[src/rtl/mc_control.sv]
// Multi-cycle control sequencer for the MIPS core: walks each instruction
// through fetch/decode/execute/memory/writeback and drives datapath selects.
module mc_control #(
    parameter int RETIRE_W = 32
) (
    input  logic                clk,
    input  logic                rst_n,
    input  logic [5:0]          ir_opcode,
    input  logic [5:0]          ir_funct,
    input  logic                mem_ready,
    output logic [5:0]          alu_opcode,
    output logic [5:0]          alu_funct,
    output logic                alu_src_a,
    output logic [1:0]          alu_src_b,
    output logic                pc_write,
    output logic                ir_write,
    output logic                ab_write,
    output logic                aluout_write,
    output logic                mdr_write,
    output logic                reg_write,
    output logic                reg_dst,
    output logic                mem_to_reg,
    output logic                mem_req,
    output logic                mem_we,
    output logic                iord,
    output logic                halted,
    output logic [2:0]          state,
    output logic [RETIRE_W-1:0] retired
);

    localparam logic [2:0] S_FETCH    = 3'd0;
    localparam logic [2:0] S_DECODE   = 3'd1;
    localparam logic [2:0] S_EXEC     = 3'd2;
    localparam logic [2:0] S_MEM_ADDR = 3'd3;
    localparam logic [2:0] S_MEM_RD   = 3'd4;
    localparam logic [2:0] S_MEM_WR   = 3'd5;
    localparam logic [2:0] S_WB       = 3'd6;
    localparam logic [2:0] S_TRAP     = 3'd7;

    localparam logic [5:0] OPCODE_R     = 6'h00;
    localparam logic [5:0] OPCODE_ADDI  = 6'h08;
    localparam logic [5:0] OPCODE_ADDIU = 6'h09;
    localparam logic [5:0] OPCODE_LW    = 6'h23;
    localparam logic [5:0] OPCODE_SW    = 6'h2B;

    localparam logic [5:0] FUNCT_NOOP = 6'h00;
    localparam logic [5:0] FUNCT_ADD  = 6'h20;
    localparam logic [5:0] FUNCT_ADDU = 6'h21;
    localparam logic [5:0] FUNCT_SUB  = 6'h22;
    localparam logic [5:0] FUNCT_SUBU = 6'h23;
    localparam logic [5:0] FUNCT_SLT  = 6'h2A;
    localparam logic [5:0] FUNCT_SLTU = 6'h2B;

    logic [2:0]          r_state;
    logic [2:0]          w_next;
    logic                r_halted;
    logic [RETIRE_W-1:0] r_retired;
    logic                w_retire;
    logic                w_rtype;
    logic                w_alu_r;
    logic                w_itype;
    logic                w_mem;
    logic                w_noop;

    assign w_rtype = (ir_opcode == OPCODE_R);
    assign w_noop  = w_rtype && (ir_funct == FUNCT_NOOP);
    assign w_itype = (ir_opcode == OPCODE_ADDI) || (ir_opcode == OPCODE_ADDIU);
    assign w_mem   = (ir_opcode == OPCODE_LW) || (ir_opcode == OPCODE_SW);

    always_comb begin
        w_alu_r = 1'b0;
        if (w_rtype) begin
            case (ir_funct)
                FUNCT_ADD, FUNCT_ADDU, FUNCT_SUB,
                FUNCT_SUBU, FUNCT_SLT, FUNCT_SLTU: w_alu_r = 1'b1;
                default:                           w_alu_r = 1'b0;
            endcase
        end
    end

    always_ff @(posedge clk) begin
        if (!rst_n) begin
            r_state   <= S_FETCH;
            r_halted  <= 1'b0;
            r_retired <= '0;
        end else begin
            r_state <= w_next;
            if (w_next == S_TRAP)
                r_halted <= 1'b1;
            if (w_retire)
                r_retired <= r_retired + {{(RETIRE_W-1){1'b0}}, 1'b1};
        end
    end

    always_comb begin
        w_next   = r_state;
        w_retire = 1'b0;
        case (r_state)
            S_FETCH:
                if (mem_ready) w_next = S_DECODE;
            S_DECODE:
                if (w_alu_r || w_itype) begin
                    w_next = S_EXEC;
                end else if (w_noop) begin
                    w_next   = S_FETCH;
                    w_retire = 1'b1;
                end else if (w_mem) begin
                    w_next = S_MEM_ADDR;
                end else begin
                    w_next = S_TRAP;
                end
            S_EXEC:
                w_next = S_WB;
            S_MEM_ADDR:
                w_next = (ir_opcode == OPCODE_LW) ? S_MEM_RD : S_MEM_WR;
            S_MEM_RD:
                if (mem_ready) w_next = S_WB;
            S_MEM_WR:
                if (mem_ready) begin
                    w_next   = S_FETCH;
                    w_retire = 1'b1;
                end
            S_WB: begin
                w_next   = S_FETCH;
                w_retire = 1'b1;
            end
            S_TRAP:
                w_next = S_TRAP;
            default:
                w_next = S_FETCH;
        endcase
    end

    // Strobes are held at defaults whenever reset is asserted.
    always_comb begin
        alu_opcode   = OPCODE_R;
        alu_funct    = FUNCT_NOOP;
        alu_src_a    = 1'b0;
        alu_src_b    = 2'd0;
        pc_write     = 1'b0;
        ir_write     = 1'b0;
        ab_write     = 1'b0;
        aluout_write = 1'b0;
        mdr_write    = 1'b0;
        reg_write    = 1'b0;
        reg_dst      = 1'b0;
        mem_to_reg   = 1'b0;
        mem_req      = 1'b0;
        mem_we       = 1'b0;
        iord         = 1'b0;
        if (rst_n) begin
            case (r_state)
                S_FETCH: begin
                    mem_req = 1'b1;
                    if (mem_ready) begin
                        ir_write   = 1'b1;
                        pc_write   = 1'b1;
                        alu_opcode = OPCODE_ADDIU;
                        alu_src_b  = 2'd1;
                    end
                end
                S_DECODE:
                    ab_write = 1'b1;
                S_EXEC: begin
                    alu_opcode   = ir_opcode;
                    alu_funct    = ir_funct;
                    alu_src_a    = 1'b1;
                    alu_src_b    = w_rtype ? 2'd0 : 2'd2;
                    aluout_write = 1'b1;
                end
                S_MEM_ADDR: begin
                    alu_opcode   = ir_opcode;
                    alu_src_a    = 1'b1;
                    alu_src_b    = 2'd2;
                    aluout_write = 1'b1;
                end
                S_MEM_RD: begin
                    mem_req   = 1'b1;
                    iord      = 1'b1;
                    mdr_write = mem_ready;
                end
                S_MEM_WR: begin
                    mem_req = 1'b1;
                    mem_we  = 1'b1;
                    iord    = 1'b1;
                end
                S_WB: begin
                    reg_write  = 1'b1;
                    reg_dst    = w_rtype;
                    mem_to_reg = (ir_opcode == OPCODE_LW);
                end
                default: ;
            endcase
        end
    end

    assign state   = r_state;
    assign halted  = r_halted;
    assign retired = r_retired;

endmodule

[config.mk]
export PLATFORM = sky130hd
export DESIGN_NAME = mc_control
export DESIGN_NICKNAME = d
export VERILOG_FILES = /design/src/rtl/mc_control.sv
export SDC_FILE = /design/constraint.sdc
export NUM_CORES = 1
export LEC_CHECK = 0
export CAP_MARGIN = 25
export CELL_PAD_IN_SITES_DETAIL_PLACEMENT = 2
export CELL_PAD_IN_SITES_GLOBAL_PLACEMENT = 2
export CORE_UTILIZATION = 22
export CTS_CLUSTER_SIZE = 8
export DETAILED_ROUTE_END_ITERATION = 10
export PLACE_DENSITY_LB_ADDON = 0.12
export SETUP_SLACK_MARGIN = 0.5
export SLEW_MARGIN = 5
export SYNTH_ARGS = -nofsm -noshare
export SYNTH_HDL_FRONTEND = slang
export SYNTH_SLANG_ARGS = --single-unit
[constraint.sdc]
create_clock -name clk -period 2 [get_ports clk]
set_clock_uncertainty 0.15 [all_clocks]
set_input_delay 0.3 -clock clk [delete_from_list [all_inputs] [get_ports clk]]
set_output_delay 0.3 -clock clk [all_outputs]
set_load 0.01 [all_outputs]
# == Word level (Yosys, flattened, before mapping) ==
# Index checks and enable logic that the tools add are counted.
# totals
register_bits,36
out_inout_bits,62
wordCells,76
# classes
addsub,1
eq_ne,18
muxes,43
n_reduce_logical,11
# op_table
operator,n
$eq 6x6->1 const B,8
$add 32x1->32 const B,1
$mux 1,27
$pmux 3 s8,1
$mux 3,6
$mux 6,3
$eq 3x3->1 const B,5
$eq 6x4->1 const B,2
$logic_not 6->1,2
$pmux 6 s2,1
$eq 3x2->1 const B,2
$pmux 2 s3,1
$reduce_or 6->1,1
$mux 2,2
$mux 4,1
$reduce_or 2->1,2
$eq 3x1->1 const B,1
$logic_not 3->1,1
$logic_or 1x1->1,3
$pmux 1 s3,1
$reduce_or 3->1,1
$logic_and 1x1->1,1

# == Depth between registers and ports, before layout ==
# Gate-level depths: netlist of the first run.
# depth
word_depth,8
ltp_mapped,7
ltp_nobuf,5

# == Worst setup path after synthesis of the first run ==
# No wires, ideal clock.
# synth_timing
path_kind,register to register
from,"register r_state[0], in the netlist state[0]"
to,"register r_retired[27], in the netlist retired[27]"
arrival_ns,2.013
required_ns,1.779
slack_ns,-0.234
path_stages_with_launch,8
n_path_buf,2
synth_period_minus_slack_ns,2.234
path_cell_list,dfxtp_1 > buf_2 > nor3b_1 > nand4_2 > a2111o_1 > buf_6 > or3_1 > a21oi_1
# synth_between
elab_chain_len,2
# synth_rtl
element,line,text
"start, declared",54,logic [2:0] r_state;
"start signal, assigned",87,r_state <= w_next;
$eq 3x3->1 or $eq 3x1->1 (tied branches),98,case (r_state)
$pmux 1 s3 (*),98,
"end signal, assigned",91,"r_retired <= r_retired + {{(RETIRE_W-1){1'b0}}, 1'b1};"
"end, declared",57,logic [RETIRE_W-1:0] r_retired;
# Every way passes the cells marked *; elsewhere a longest branch is shown, timed or not.
# A chain may end at the register's enable or synchronous reset.

# == Final worst setup path of the first run ==
# layout_timing
from,"register r_retired[1], in the netlist retired[1]"
to,"register r_retired[21], in the netlist retired[21]"
# layout_between
elab_chain_len,1
# layout_rtl
element,line
$add 32x1->32,91
# Every way passes these cells.

==> results of run 1 <==
-- registers in the layout, indices dropped and copies added, names as in the netlist --
register / flops
retired: 32
state: 3
halted: 1
-- cell families (layout without fill, tap and decap cells) --
logic type,count (synthesis),count (layout),share of synthesized area (%)
AOI/OAI and AO/OA,51,52,16.7
adders and majority gates,1,1,0.603
xor gates and xnor gates,23,23,9.72
DFF,36,36,34.8
and+or+nand+nor,119,119,32.0
buffers and inverters,27,207,5.73
muxes,1,1,0.483
-- through the flow --
stage	TNS [ns]	cells	worst slack, ns	hold slack [ns]	total power, µW
3_5_place_dp	-25.55	496	-0.667	0.343	1850
3_3_place_gp	-23.34	496	-0.605	0.326	1830
4_1_cts	-0.557	529	-0.0806	0.353	2750
2_1_floorplan	-0.147	258	-0.0502	0.356	1280
6_report	-0.789	550	-0.126	0.352	3080
5_1_grt	-2.26	550	-0.176	0.381	3220
-- Yosys cell counts, types with 2 or more instances --
cell / instances
and3_1: 7
or3_1: 7
nor3_1: 5
dfxtp_1: 36
nand3_1: 16
o21ai_0: 8
xnor2_1: 22
inv_1: 8
a21o_1: 2
nand2_1: 10
nor2_1: 31
buf_4: 2
nor2b_1: 3
a211oi_1: 5
nor3b_1: 2
clkbuf_1: 14
and4_1: 5
a21oi_1: 15
nand2b_1: 5
a2111oi_0: 9
nand4_1: 9
o311a_1: 2
and2_1: 12
-- worst max-delay path, cell delays in order (launching register included) --
cell	delay [ns]
dfxtp_1	0.38
buf_4	0.17
nand3_1	0.26
a2111o_2	0.61
or3_4	0.37
a21oi_2	0.14
-- power breakdown --
group          switching, µW  internal (µW)
logic                    704            975
clock network            289            282
registers               65.0            763
-- metal layers --
layer | GRT usage, % | up-vias
met4 | 8.03 | 0
met2 | 40.3 | 73
met3 | 3.40 | 19
met5 | 0 | -
li1 | - | 1278
met1 | 22.1 | 1380
-- layout make-up --
class | instances | area share [%]
Clock buffer | 8 | 1.93
Inverter | 8 | 0.696
Multi-Input combinational cell | 196 | 40.0
Sequential cell | 36 | 16.4
Tap cell | 111 | 2.97
Timing Repair Buffer | 191 | 38.1
-- timing repair --
action | in CTS | in global routing
cloned | 4 | 1
pin swaps | 29 | 49
endpoints found under the hold margin | 0 | 0
setup buffers | 21 | 20
resized for setup | 264 | 123
endpoints found under the setup margin | 98 | 84
-- worst min path at each step --
stage / startpoint / to / slack (ns) / cells past startpoint
after floorplan: retired[7] / retired[7] / 0.36 / 2
after global placement: retired[31] / retired[31] / 0.33 / 2
after detailed placement: retired[31] / retired[31] / 0.34 / 2
after CTS: retired[31] / retired[31] / 0.35 / 2
after global routing: retired[29] / retired[29] / 0.38 / 2
final: retired[31] / retired[31] / 0.35 / 2
==> summary.txt, run 1 <==
Layout
  • FF/Latch Area: 764 µm²
  • Most common cell after layout, fill and taps aside: buf_4
  • Antenna cells: 0
  • Area Overhead vs Synth: 125%
  • Fraction of layout cells with a size suffix above 1: 59.9%
  • Multi-input logic area: 1870 µm²
  • Nets: 454
  • Final core occ: 50.8%
  • # fillers: 940
  • Most frequent cells in the layout: 73 x buf_4, 52 x buf_6, 26 x nor2_1
  • Post-layout instance area: 4670 µm²

STA
  • RSZ-0062 raised after global routing: true
  • PnR worst setup slack: -0.126 ns
  • Slew HR: 74.0%
  • Min Tclk post-route: 2.13 ns
  • Endpoints failing hold: 0
  • Max-slew violation count: 0
  • Final setup viols: 13
  • FMAX: 0.470 GHz
  • Final period utilization: 106%
  • Slew @ Worst Pin: 0.390 ns

Setup path
  • CP endpoint kind: register
  • CP max FO: 8
  • Worst Setup SP: retired[1]
  • Worst path required time: 2.09 ns
  • Startpoint Class: register
  • R2R depth: 5
  • Capturing point of the worst reg2reg path: retired[21]
  • Crit Path Category: register to register
  • Arrival time at the worst endpoint: 2.22 ns
  • FF-to-FF setup slack: -0.13 ns
  • Critical path endpoint: retired[21]
  • Critical R2R Launch: retired[1]

Detailed routing
  • Via count: 2750
  • Top Metal Used: met4
  • Vias per cell: 5.00
  • Routed wire per std cell: 21.0 µm
  • WL met2: 6300 µm
  • Drc violations: 0
  • Iter 0 DRT Violations: 36
  • DR WL met3: 412 µm
  • DRT antenna net count: 0
  • Wire length on met1: 4530 µm
  • Initial DRT Pass Iterations: 4
  • WL final: 11600 µm

Floorplan
  • Num rows: 35
  • Core ar.: 9200 µm²
  • Die height: 99.1 µm
  • Initial Util: 22.5%
  • Die width: 99.1 µm
  • IO Pins: 77
  • Full die area: 9820 µm²

CTS
  • CTS Sinks: 36
  • Worst-skew pair later-pin latency: 0.30 ns
  • H-tree levels: 2
  • Clock slew at reported path FFs: 0.08 ns
  • Hold-fix buffers, CTS: 0
  • Num CTS Buffers: 5
  • CTS tree: built
  • Root buf cell: clkbuf_8
  • Max Root-Sink Buffers: 2

Placed design
  • Post-DP HPWL: 6140 µm
  • Placed Area: 3600 µm²
  • RD Place Congestion: 0.696
  • I/O Buffers: 76

Logic synthesis
  • Post-synthesis cell area: 2070 µm²
  • Synth top area cells: dfxtp_1 35%, xnor2_1 9.3%, nor2_1 5.6%, nand3_1 3.9%, a2111oi_0 3.8%
  • Post-synth ARST share: 0%
  • EDFF count, synth: 0
  • Syn avg cell area: 8.04 µm²
  • Syn_nets: 274
  • Synth warn: 0
  • Ys flop type: dfxtp_1
  • FF+latch count, synth: 36
  • Mapped Cells: 258
  • Yosys cell types: 46
  • Yosys top cell by area: dfxtp_1
  • Register area share after synthesis: 34.8%
  • Yosys top cell area share: 34.8%

GRT
  • Tot GR Track Use: 20.7%
  • Remaining global-route overflow: 0
  • Initial antenna violation count: 0
  • First-pass GRT wire length: 15700 µm
  • Number of global-route vias before repair: 2994
  • Largest net degree at the start of global routing: 32

Status
  • Status: complete, but fails checks
  • Failing checks: setup timing

Power and ir drop
  • Leak: 0.00192 µW
  • Max VDD drop: 0.000420 V
  • Pwr dens: 658 nW/µm²

Job
  • Max Cap Viol: 0

Min path
  • Hold WC Path Type: register to register
Power figures use the tool's default switching activity.
==> run 2: changes to the inputs <==
SLEW_MARGIN = 10   (was 5)
==> results of run 2 <==
The final DEF is identical to that of run 1; final timing and power are the same.
==> edit, RTL diff (config.mk and constraints of run 1) <==
Put one more register stage on the output `retired`, without a reset. The value now appears one clock later. The other outputs are not delayed to match.
--- a/src/rtl/mc_control.sv
+++ b/src/rtl/mc_control.sv
@@ -198,3 +198,5 @@
     assign halted  = r_halted;
-    assign retired = r_retired;
+    always_ff @(posedge clk) begin
+        retired <= r_retired;
+    end
 
Formal check against the unedited RTL: not equivalent (a bounded check fails within 4 cycles, from zero or initial values and one cycle with rst_n low).
==> edit against run 1 <==
  * The flow still finishes with violations (setup timing)
  * Sequential power rose by 78%
  * Total power rose by 64%
  * Cell area rose by 17%
  * Die area rose by 32%
  * Worst setup slack got worse by 49 ps
  * First-iteration DRC count rose to 3.0 times the old value
  * Sequential cell count rose by 32
  * Area after synthesis rose by 32%
  * Clock power rose to 2.8 times the old value
  * Global-route usage fell by 2.7 points
  * Routed wire length rose by 16%
  * Fmax fell by 2.3%
==> edit: results (changes against run 1) <==
status complete, but fails checks (unchanged); failing checks setup timing (unchanged); # resized after CTS 275 (was 264); clk_lat worst skew 350 ps (was 300 ps); post-synthesis compound-gate area fraction 0.166 (was 0.167); NonClk Buf Share 0.329 (was 0.381); n_diodes 1 (was 0); full die area 12900 sq um (was 9820 sq um); Worst Hold Slack 232 ps (was 352 ps); largest net degree at the start of global routing 34 (was 32); Endpoint, Worst Hold retired[13] (was retired[31]); setup slack after layout -175 ps (was -126 ps); FF+latch count, synth 68 (was 36); Seq/Total Area, Yosys 0.496 (was 0.348); Slowest cell on crit path or4_1 (was a2111o_2); nonclk buf count 190 (was 191); DR vias/cell 4.76 (was 5.00); drt initial violations 107 (was 36); Seq area share 0.252 (was 0.164); Post-Syn Nets 316 (was 274); Tot GR Track Use 0.180 (was 0.207); final setup fails 45 (was 13); largest fanout on the critical path 6 (was 8); # nets final 504 (was 454); Post-synth top cells dfxtp_1, nand2_1, a21oi_1 (was dfxtp_1, nor2_1, xnor2_1); Placement Cell Area 4180 sq um (was 3600 sq um); r2r startpoint state[0] (was retired[1]); CTS H-tree lvls 3 (was 2); initial antenna violation count 1 (was 0); routed wire length 13400 um (was 11600 um); Synth Warn # 0 (unchanged); Multi-In Gates 202 (was 196); proportion of synthesized area in mux cells 0.00729 (was 0.00483); syn avg cell area 9.15 sq um (was 8.04 sq um); HPWL after DPL 6930 um (was 6140 um); clock buffers 13 (was 8); clk slew on worst S/H paths 60 ps (was 80 ps); clk tree area frac 0.0522 (was 0.0193); nonclk inv count 17 (was 8); Slew HR 0.698 (was 0.740); post-route setup TNS -3420 ps (was -789 ps); placed cells 591 (was 496); Post-Synth Adder-Cell Area 0.00456 (was 0.00604); CP Capture Point r_retired[14] (was retired[21]); RD Place Congestion 0.825 (was 0.696); Area contributors post-synth dfxtp_1, or4_1, a21oi_1, nand2_1, o31ai_1 (was dfxtp_1, xnor2_1, nor2_1, nand3_1, a2111oi_0); post-CTS setup buffers 26 (was 21); hold_sp r_retired[13] (was retired[31]); Hold Path Cell Cnt 0 (was 2); filler cell count 1300 (was 940); R2R cell count 7 (was 5); Crit Path Category flip-flop to flip-flop (unchanged); CP peak stage delay 480 ps (was 610 ps); TritonCTS buffer count 9 (was 5); leakage power 0.00231 uW (was 0.00192 uW); xor/xnor cell area share of the yosys netlist 0.0159 (was 0.0972); share of cells above drive strength 1 0.514 (was 0.599)
## edit: cell count changes in the layout (fill, tap and decap cells not counted), sizes merged, moves of 8 or more
cell,run 1,this run
a2111oi,9,1
a21oi,15,26
clkdlybuf4s15,14,3
dfxtp,36,68
dlygate4sd2,20,41
inv,8,16
nand2,10,34
nor2,31,16
o31ai,0,16
or4,0,19
xnor2,22,4
## edit: worst max-delay path: cells and delay by family, from the launching register on
kind / cells / cell delay (ps)
compound gates: 2 / 430
buf+inv: 2 / 300
flops: 1 / 370
simple gates: 3 / 830
## edit: layer usage
layer / global-route usage / share of wire / vias up
met4: 0.0719 / 0.026 / 0
li1: - / - / 1472
met3: 0.0457 / 0.037 / 26
met2: 0.323 / 0.54 / 69
met1: 0.202 / 0.40 / 1579
met5: 0 / 0 / -
## edit: where the power goes
group / switching, uW / internal [uW]
logic: 907 / 1080
registers: 59.2 / 1410
clock network: 587 / 991
